`config.mk`:
```
export PLATFORM = sky130hd
export DESIGN_NAME = load_store_unit_flat
export DESIGN_NICKNAME = d
export VERILOG_FILES = /design/src/rtl/load_store_unit_if.sv /design/src/rtl/load_store_unit.sv /design/src/flat_wrapper.sv
export SDC_FILE = /design/constraint.sdc
export NUM_CORES = 1
export LEC_CHECK = 0
export BUFFER_PORTS_ARGS = -buffer_cell sky130_fd_sc_hd__buf_4
export CORE_MARGIN = 2
export CORE_UTILIZATION = 32
export DETAILED_ROUTE_END_ITERATION = 8
export GPL_TIMING_DRIVEN = 0
export SYNTH_ARGS = -nofsm -noshare
export SYNTH_HDL_FRONTEND = slang
export SYNTH_SLANG_ARGS = --single-unit
export TNS_END_PERCENT = 50
```
`constraint.sdc`:
```
create_clock -name clk_i -period 1.9 [get_ports clk_i]
set_input_delay 0.38 -clock clk_i [delete_from_list [all_inputs] [get_ports clk_i]]
set_output_delay 0.38 -clock clk_i [all_outputs]
set_load 0.01 [all_outputs]
```
`src/rtl/load_store_unit_if.sv`:
```
// Pipeline-side and memory-side signal bundle for the load/store unit.
// The master modport is the LSU's view; slave is the environment's view.
interface load_store_unit_if;
    logic        valid_i;
    logic        we_i;
    logic [1:0]  width_src_i;
    logic        unsigned_i;
    logic [31:0] addr_i;
    logic [31:0] wdata_i;
    logic [31:0] rdata_o;
    logic        done_o;
    logic        misaligned_o;
    logic        stall_o;
    logic        mem_req_o;
    logic        mem_we_o;
    logic [31:0] mem_addr_o;
    logic [3:0]  mem_be_o;
    logic [31:0] mem_wdata_o;
    logic        mem_ack_i;
    logic [31:0] mem_rdata_i;

    modport master (
        input  valid_i, we_i, width_src_i, unsigned_i, addr_i, wdata_i,
        input  mem_ack_i, mem_rdata_i,
        output rdata_o, done_o, misaligned_o, stall_o,
        output mem_req_o, mem_we_o, mem_addr_o, mem_be_o, mem_wdata_o
    );

    modport slave (
        output valid_i, we_i, width_src_i, unsigned_i, addr_i, wdata_i,
        output mem_ack_i, mem_rdata_i,
        input  rdata_o, done_o, misaligned_o, stall_o,
        input  mem_req_o, mem_we_o, mem_addr_o, mem_be_o, mem_wdata_o
    );
endinterface

```
`src/rtl/load_store_unit.sv`:
```
// Single-outstanding load/store unit: aligns stores onto byte lanes,
// extracts and extends loads, and faults misaligned accesses without a bus cycle.
module load_store_unit (
    input  logic              clk_i,
    input  logic              reset_i,
    load_store_unit_if.master bus
);
    typedef enum logic [1:0] {IDLE, REQ, RESP} state_t;

    localparam logic [1:0] W_WORD = 2'b00;
    localparam logic [1:0] W_HALF = 2'b10;
    localparam logic [1:0] W_BYTE = 2'b01;

    state_t      r_state;
    state_t      w_next;
    logic        r_we;
    logic        r_unsigned;
    logic        r_mis;
    logic [1:0]  r_width;
    logic [31:0] r_addr;
    logic [31:0] r_wdata;
    logic [31:0] r_rdata;

    logic        w_mis;
    logic [3:0]  w_be;
    logic [31:0] w_wdata;
    logic [31:0] w_load;
    logic [15:0] w_half;
    logic [7:0]  w_byte;
    logic        w_accept;

    // Alignment check works on the live request, before anything is captured.
    always_comb begin
        w_mis = 1'b0;
        unique case (bus.width_src_i)
            W_WORD:  w_mis = |bus.addr_i[1:0];
            W_HALF:  w_mis = bus.addr_i[0];
            W_BYTE:  w_mis = 1'b0;
            default: w_mis = 1'b1;
        endcase
    end

    assign w_accept = (r_state == IDLE) && bus.valid_i;

    always_comb begin
        w_be    = 4'b1111;
        w_wdata = r_wdata;
        unique case (r_width)
            W_HALF: begin
                w_be    = r_addr[1] ? 4'b1100 : 4'b0011;
                w_wdata = {2{r_wdata[15:0]}};
            end
            W_BYTE: begin
                w_be    = 4'b0001 << r_addr[1:0];
                w_wdata = {4{r_wdata[7:0]}};
            end
            default: begin
                w_be    = 4'b1111;
                w_wdata = r_wdata;
            end
        endcase
    end

    always_comb begin
        w_half = r_addr[1] ? bus.mem_rdata_i[31:16] : bus.mem_rdata_i[15:0];
        w_byte = bus.mem_rdata_i[7:0];
        unique case (r_addr[1:0])
            2'd1:    w_byte = bus.mem_rdata_i[15:8];
            2'd2:    w_byte = bus.mem_rdata_i[23:16];
            2'd3:    w_byte = bus.mem_rdata_i[31:24];
            default: w_byte = bus.mem_rdata_i[7:0];
        endcase
        unique case (r_width)
            W_HALF:  w_load = {{16{~r_unsigned & w_half[15]}}, w_half};
            W_BYTE:  w_load = {{24{~r_unsigned & w_byte[7]}}, w_byte};
            default: w_load = bus.mem_rdata_i;
        endcase
    end

    always_ff @(posedge clk_i) begin
        if (reset_i) r_state <= IDLE;
        else         r_state <= w_next;
    end

    always_comb begin
        w_next           = r_state;
        bus.stall_o      = 1'b0;
        bus.done_o       = 1'b0;
        bus.misaligned_o = 1'b0;
        bus.rdata_o      = 32'd0;
        bus.mem_req_o    = 1'b0;
        bus.mem_we_o     = 1'b0;
        bus.mem_addr_o   = 32'd0;
        bus.mem_be_o     = 4'd0;
        bus.mem_wdata_o  = 32'd0;
        unique case (r_state)
            IDLE: begin
                if (bus.valid_i) begin
                    bus.stall_o = 1'b1;
                    w_next      = w_mis ? RESP : REQ;
                end
            end
            REQ: begin
                bus.stall_o     = 1'b1;
                bus.mem_req_o   = 1'b1;
                bus.mem_we_o    = r_we;
                bus.mem_addr_o  = {r_addr[31:2], 2'b00};
                bus.mem_be_o    = r_we ? w_be : 4'b1111;
                bus.mem_wdata_o = r_we ? w_wdata : 32'd0;
                if (bus.mem_ack_i) w_next = RESP;
            end
            RESP: begin
                bus.done_o       = 1'b1;
                bus.misaligned_o = r_mis;
                bus.rdata_o      = r_rdata;
                w_next           = IDLE;
            end
            default: w_next = IDLE;
        endcase
    end

    always_ff @(posedge clk_i) begin
        if (reset_i) begin
            r_we       <= 1'b0;
            r_unsigned <= 1'b0;
            r_mis      <= 1'b0;
            r_width    <= 2'b00;
            r_addr     <= 32'd0;
            r_wdata    <= 32'd0;
            r_rdata    <= 32'd0;
        end else if (w_accept) begin
            r_mis   <= w_mis;
            r_rdata <= 32'd0;
            if (!w_mis) begin
                r_we       <= bus.we_i;
                r_unsigned <= bus.unsigned_i;
                r_width    <= bus.width_src_i;
                r_addr     <= bus.addr_i;
                r_wdata    <= bus.wdata_i;
            end
        end else if (r_state == REQ && bus.mem_ack_i) begin
            r_rdata <= r_we ? 32'd0 : w_load;
        end
    end
endmodule

```
`src/flat_wrapper.sv`:
```
// flat-port wrapper written by rule: the top's interface ports become plain ports
module load_store_unit_flat 
  (clk_i, reset_i, bus_valid_i, bus_we_i, bus_width_src_i, bus_unsigned_i, bus_addr_i, bus_wdata_i, bus_mem_ack_i, bus_mem_rdata_i, bus_rdata_o, bus_done_o, bus_misaligned_o, bus_stall_o, bus_mem_req_o, bus_mem_we_o, bus_mem_addr_o, bus_mem_be_o, bus_mem_wdata_o);
  load_store_unit_if bus_i ();
  input  logic clk_i;
  input  logic reset_i;
  input wire logic [$bits(bus_i.valid_i)-1:0] bus_valid_i;
  input wire logic [$bits(bus_i.we_i)-1:0] bus_we_i;
  input wire logic [$bits(bus_i.width_src_i)-1:0] bus_width_src_i;
  input wire logic [$bits(bus_i.unsigned_i)-1:0] bus_unsigned_i;
  input wire logic [$bits(bus_i.addr_i)-1:0] bus_addr_i;
  input wire logic [$bits(bus_i.wdata_i)-1:0] bus_wdata_i;
  input wire logic [$bits(bus_i.mem_ack_i)-1:0] bus_mem_ack_i;
  input wire logic [$bits(bus_i.mem_rdata_i)-1:0] bus_mem_rdata_i;
  output wire logic [$bits(bus_i.rdata_o)-1:0] bus_rdata_o;
  output wire logic [$bits(bus_i.done_o)-1:0] bus_done_o;
  output wire logic [$bits(bus_i.misaligned_o)-1:0] bus_misaligned_o;
  output wire logic [$bits(bus_i.stall_o)-1:0] bus_stall_o;
  output wire logic [$bits(bus_i.mem_req_o)-1:0] bus_mem_req_o;
  output wire logic [$bits(bus_i.mem_we_o)-1:0] bus_mem_we_o;
  output wire logic [$bits(bus_i.mem_addr_o)-1:0] bus_mem_addr_o;
  output wire logic [$bits(bus_i.mem_be_o)-1:0] bus_mem_be_o;
  output wire logic [$bits(bus_i.mem_wdata_o)-1:0] bus_mem_wdata_o;
  assign bus_i.valid_i = bus_valid_i;
  assign bus_i.we_i = bus_we_i;
  assign bus_i.width_src_i = bus_width_src_i;
  assign bus_i.unsigned_i = bus_unsigned_i;
  assign bus_i.addr_i = bus_addr_i;
  assign bus_i.wdata_i = bus_wdata_i;
  assign bus_i.mem_ack_i = bus_mem_ack_i;
  assign bus_i.mem_rdata_i = bus_mem_rdata_i;
  assign bus_rdata_o = bus_i.rdata_o;
  assign bus_done_o = bus_i.done_o;
  assign bus_misaligned_o = bus_i.misaligned_o;
  assign bus_stall_o = bus_i.stall_o;
  assign bus_mem_req_o = bus_i.mem_req_o;
  assign bus_mem_we_o = bus_i.mem_we_o;
  assign bus_mem_addr_o = bus_i.mem_addr_o;
  assign bus_mem_be_o = bus_i.mem_be_o;
  assign bus_mem_wdata_o = bus_i.mem_wdata_o;
  load_store_unit u_core (.clk_i(clk_i), .reset_i(reset_i), .bus(bus_i));
endmodule
```
==> flow_summary.ini, run 1 <==
[die]
pin_count = 209
core_area_sq_um = 16700
die_area_sq_um = 18300
rows = 47
dieWidth_microns = 135
fp.dieH_microns = 135
start_util = 0.330

[clock_network]
cts_max_level = 3
cts_tree = built
clock_path_buffers = 2
cts_hold_buffers = 0
clock_latency_ps = 360
path_clk_slew_ps = 70
cts.sinks = 103
root_buffer = clkbuf_16
cts_inserted_buffers = 9

[hold_path]
worstHoldPathType = input pin to flop

[pwr]
netSwitchingPower_mw = 1.56
power_frac_seq = 0.418
p_per_area_nw_per_um2 = 642
worst_ir_drop_vdd_v = 0.000548
p_int_mw = 3.95
p_comb_frac = 0.208
netSwitchingFraction = 0.282
clkPwrFrac = 0.374
p_leak_nw = 3.37

[grt]
grt_pass1_vias = 5762
gr-usage-all-layers = 0.222
overflow = 0
grt_antenna_before_repair = 0
grt_max_degree = 18
grt_pass1_wl_mm = 31.7

[worst_setup_path]
endpoint_kind = output port
required_ps = 1520
arrival_ps = 1820
path_class = flop to output port
path_max_fanout = 8
startpoint_type = flop

[route]
ant_nets = 0
drc = 0
wl_per_cell_microns = 17.8
vias_per_cell = 5.18
routed_wl_mm = 20.9
num_vias = 6094
drt-initial-drc-count = 309
firstDrtPassIters = 5

[sta]
final_max_slew_viol_count = 0
fin_skew_ps = 6.99
max_slew_margin = 0.612
fin_crit_sh = 1.16
rsz0062_at_grt = yes
post-route-min-period_ps = 2200
final-setup-viol-count = 40
fmax_mhz = 455
worst_slew_pin_slew_ps = 583
fin_ws_ps = -299
finalHoldViolCount = 0

[synthesis]
async_flop_share = 0
synth.distinct_cells = 44
syn_avg_cell_area_sq_um = 7.89
synth_area_sq_um = 5510
synth_edf_count = 0
ys_seq_area_frac = 0.374
ys_ff_latch = 103
yosys_most_used_dff = dfxtp_1
synthCells = 698
ys_warn_count = 0

[cells_and_area]
area_growth_pct = 55.8
nNetsFinal = 1058
num_antenna_cells = 0
fill_cells = 1680
final_cell_area_sq_um = 8580
drive_gt1_frac = 0.393

[placed_design]
place_congestion = 0.889
place_ws_ps = -512
io_buffers = 206
postPlaceCellArea_sq_um = 7340
dpl.hpwl_mm = 14.9

[run_status]
violations = negative setup slack
status = finished with violations

[run]
drv_cap = 0
[sequential cells by signal, summed over array words and instances, names as in the netlist]
signal and cells:
u_core.r_addr 32, u_core.r_rdata 32, u_core.r_wdata 32, u_core.r_state 2, u_core.r_width 2, u_core.r_mis 1
u_core.r_unsigned 1, u_core.r_we 1
[layout by cell type (no fill, tap or decap), drive strengths merged, types with 2 or more instances in the layout]
cell       n
a211oi     2
a21boi     2
a21oi    101
a221oi     9
a22o       8
a22oi      9
a31oi      7
and2      66
and3       8
buf      272
bufinv     2
clkbuf    50
clkinv     4
conb       2
dfxtp    103
ha         2
inv       22
mux2i      9
nand2     27
nand2b     7
nand3      2
nand3b    66
nor2      42
nor2b      6
nor3       3
o211ai     7
o21ai     84
o2bb2ai   24
[worst max-delay path, cell delays in order, from the launching register on]
cell	delay (ps)
dfxtp_2	340
inv_2	50
ha_4	250
buf_8	150
nor2_4	270
a22oi_1	110
nor2_1	140
buf_4	140
[what timing repair did]
item / 4_1_cts / 5_1_grt
gates resized for setup: 102 / 97
buffers inserted: 20 / 17
endpoints found under the setup margin: 121 / 146
pin swaps: 14 / 34
cloned: 2 / 2
[Yosys cell counts (all sizes together) (9+ instances only)]
cell / n / share of area
dfxtp: 103 / 0.37
a21oi: 101 / 0.094
o21ai: 84 / 0.076
and2: 66 / 0.075
nand3b: 66 / 0.090
clkbuf: 51 / 0.035
nor2: 42 / 0.029
nand2: 27 / 0.018
o2bb2ai: 24 / 0.038
inv: 20 / 0.014
buf: 19 / 0.019
a221oi: 9 / 0.014
a22oi: 9 / 0.012
mux2i: 9 / 0.017
[per-layer routing]
layer / vias to the layer above / share of wire / global-route usage
met2: 251 / 0.47 / 0.357
li1: 2980 / - / -
met3: 38 / 0.087 / 0.0651
met4: 0 / 0.028 / 0.0793
met5: - / 0 / 0
met1: 2825 / 0.42 / 0.284
[power by group through the flow]
stage          registers [mW]  clock network, mW  logic, mW
2_1_floorplan            2.32                  0      0.501
3_3_place_gp             2.34                  0      0.887
3_5_place_dp             2.34                  0      0.891
4_1_cts                  2.29               2.09       1.04
5_1_grt                  2.31               2.20       1.24
6_report                 2.30               2.06       1.14
[final timing paths]
kind / startpoint / end / slack (ps) / cells past startpoint
max: u_core.r_width[0] / bus_mem_wdata_o[18] / -300 / 7
min: bus_mem_rdata_i[27] / u_core.r_rdata[27] / 280 / 3
max reg2reg: u_core.r_width[0] / u_core.r_rdata[8] / -110 / 9
min reg2reg: u_core.r_rdata[30] / u_core.r_rdata[30] / 450 / 1
[cell type report]
cell class | instances | area, sq um | share of cell area
Timing Repair Buffer | 245 | 1940 | 0.226
Clock inverter | 6 | 91.3 | 0.0106
Sequential cell | 103 | 2080 | 0.242
Buffer | 67 | 454 | 0.0529
Tap cell | 220 | 275 | 0.0321
Multi-Input combinational cell | 504 | 3420 | 0.399
Inverter | 22 | 95.1 | 0.0111
Clock buffer | 10 | 229 | 0.0267
[cell families (layout without fill, tap and decap cells)]
logic type | after synthesis | count (layout) | synth area share
muxes | 9 | 9 | 0.0170
adders and majority gates | 2 | 2 | 0.00454
other | 1 | 2 | 0.000681
DFF | 103 | 103 | 0.374
buffers and inverters | 92 | 350 | 0.0691
AOI/OAI and AO/OA | 259 | 259 | 0.286
and+or+nand+nor | 232 | 232 | 0.248
[stage by stage]
| step | total power [mW] | std cells | hold WS (ps) | setup TNS [ps] | utilization |
|---|---|---|---|---|---|
| floorplan | 2.82 | 699 | 424 | -43.9 | - |
| CTS | 5.43 | 1163 | 277 | -7160 | 0.489 |
| finish | 5.51 | 1177 | 278 | -7000 | 0.514 |
| global placement | 3.23 | 1125 | 438 | -20850 | 0.439 |
| global route | 5.75 | 1177 | 282 | -9700 | 0.514 |
| detailed placement | 3.23 | 1125 | 442 | -22850 | 0.439 |
Note: power is estimated with default switching activity, not from simulation.
==> inputs of run 2 (changes only) <==
--- a/config.mk
+++ b/config.mk
@@ -7,9 +7,10 @@
 export LEC_CHECK = 0
 export BUFFER_PORTS_ARGS = -buffer_cell sky130_fd_sc_hd__buf_4
 export CORE_MARGIN = 2
-export CORE_UTILIZATION = 32
+export CORE_UTILIZATION = 45
 export DETAILED_ROUTE_END_ITERATION = 8
 export GPL_TIMING_DRIVEN = 0
+export PLACE_DENSITY = 0.77
 export SYNTH_ARGS = -nofsm -noshare
 export SYNTH_HDL_FRONTEND = slang
 export SYNTH_SLANG_ARGS = --single-unit
==> flow_summary.ini, run 2 (same netlist as run 1, synthesis figures left out) <==
[run_status]
status = finished with violations
violations = negative setup slack

[pwr]
worst_ir_drop_vdd_v = 0.000387
p_leak_nw = 3.30
p_per_area_nw_per_um2 = 671
power_mw = 5.52

[sta]
fin_skew_ps = 4.48
rsz0062_at_grt = yes
final_max_slew_viol_count = 0
hold_ws_ps = 290
post-route-min-period_ps = 2290
fin_ws_ps = -392
fin_crit_sh = 1.21
finalHoldViolCount = 0
worst_slew_pin_slew_ps = 679
fmax_mhz = 436
final-setup-viol-count = 28
max_slew_margin = 0.547

[die]
dieWidth_microns = 115
rows = 40
core_area_sq_um = 12000
start_util = 0.460
die_area_sq_um = 13100
pin_count = 209
fp.dieH_microns = 115

[placed_design]
dpl.hpwl_mm = 13.8
io_buffers = 206
place_congestion = 0.946
place_ws_ps = -459

[grt]
grt_max_degree = 17
overflow = 0
gr-usage-all-layers = 0.284
grt_antenna_before_repair = 0
grt_pass1_vias = 5647
grt_pass1_wl_mm = 29.4

[clock_network]
cts_hold_buffers = 0
clock_path_buffers = 2
cts.sinks = 103
cts_max_level = 3
root_buffer = clkbuf_16
path_clk_slew_ps = 70
cts_tree = built
cts_inserted_buffers = 9
clock_latency_ps = 350

[cells_and_area]
mostFrequentLayoutCells = buf_4 (233), dfxtp_1 (98), a21oi_1 (80)
fill_cells = 1002
drive_gt1_frac = 0.363
seqCellArea_sq_um = 2070
num_antenna_cells = 0
area_growth_pct = 49.4
final_common_cell = buf_4
multi_input_area_sq_um = 3270
nNetsFinal = 1046
top_regs = u_core.r_addr x32, u_core.r_rdata x32, u_core.r_wdata x32

[worst_setup_path]
startpoint_type = flop
max_stage_delay_ps = 350
cp_slowest_cell = dfxtp_2
arrival_ps = 1910
worstReg2RegStart = u_core.r_width[1]
reg2reg_depth = 9
endpoint_kind = output port
crit_chain = inv_2 -> ha_4 -> buf_12 -> buf_8 -> nor2_4 -> a22oi_1 -> nor2_1 -> buf_4
path_max_fanout = 8
required_ps = 1520
crit_start = u_core.r_width[0]
path_class = flop to output port
r2r_slack_ps = 30

[route]
wl_per_cell_microns = 18.3
num_vias = 6292
ant_nets = 0
firstDrtPassIters = 5
vias_per_cell = 5.77
drt-initial-drc-count = 671
drc = 0
routed_wl_mm = 20.0

[hold_path]
worstHoldPathType = input pin to flop
hold_path.startpoint = bus_mem_rdata_i[22]
hold_depth = 3

[run]
drv_cap = 0
==> run 2: cell count changes in the layout (fill, tap and decap cells not counted), moves of 4 or more <==
| cell | previous run | this run |
|---|---|---|
| a21oi_4 | 6 | 2 |
| a221oi_1 | 2 | 8 |
| a221oi_2 | 6 | 1 |
| and2_1 | 58 | 65 |
| and2_4 | 8 | 1 |
| buf_6 | 17 | 7 |
| o21ai_0 | 71 | 75 |
==> run 2: worst paths after layout <==
check                   endpoint
max reg2reg   u_core.r_rdata[25]
min reg2reg   u_core.r_rdata[23]
min           u_core.r_rdata[22]
max          bus_mem_wdata_o[23]
==> run 2: power by group <==
part / internal (mW) / total, mW / switching [mW]
registers: 2.24 / 2.30 / 0.0603
clock network: 1.29 / 2.14 / 0.852
logic: 0.505 / 1.08 / 0.573
==> run 2: per-layer routing <==
| metal | track usage | part of all wire |
|---|---|---|
| met1 | 0.372 | 0.41 |
| met2 | 0.454 | 0.47 |
| met3 | 0.0688 | 0.097 |
| met4 | 0.103 | 0.029 |
| met5 | 0 | 0 |
==> run 2: cell type report <==
class | instances | share of cell area
multi-input cells | 504 | 0.397
flip-flops and latches | 103 | 0.252
repair buffers | 232 | 0.218
plain buffers | 68 | 0.0567
clock buffers | 10 | 0.0278
well taps | 147 | 0.0224
clock inverters | 5 | 0.0129
inverters | 22 | 0.0125
==> run 2: critical path, delay by kind of cell (launching register included) <==
family	cells	cell delay (ps)
AO/OA/AOI/OAI	1	120
adder cells (fa/ha/maj)	1	220
buffers and inverters	4	460
flip-flops	1	350
AND/OR/NAND/NOR	2	400
==> run 2: stage by stage <==
step / setup TNS [ps] / instance area, sq um / instances / util
floorplan: -43.9 / 5520 / 699 / -
global placement: -16050 / 7250 / 1052 / 0.606
detailed placement: -17660 / 7250 / 1052 / 0.606
CTS: -6700 / 7910 / 1076 / 0.662
global route: -9890 / 8230 / 1091 / 0.688
finish: -8280 / 8230 / 1091 / 0.688
==> run 2: timing repair <==
action                                 CTS  global route
buffers inserted                         7            17
gates resized for setup                 81            71
pin swaps                                8            21
gates cloned                             2             1
setup endpoints to repair              120           149
endpoints found under the hold margin    0             0
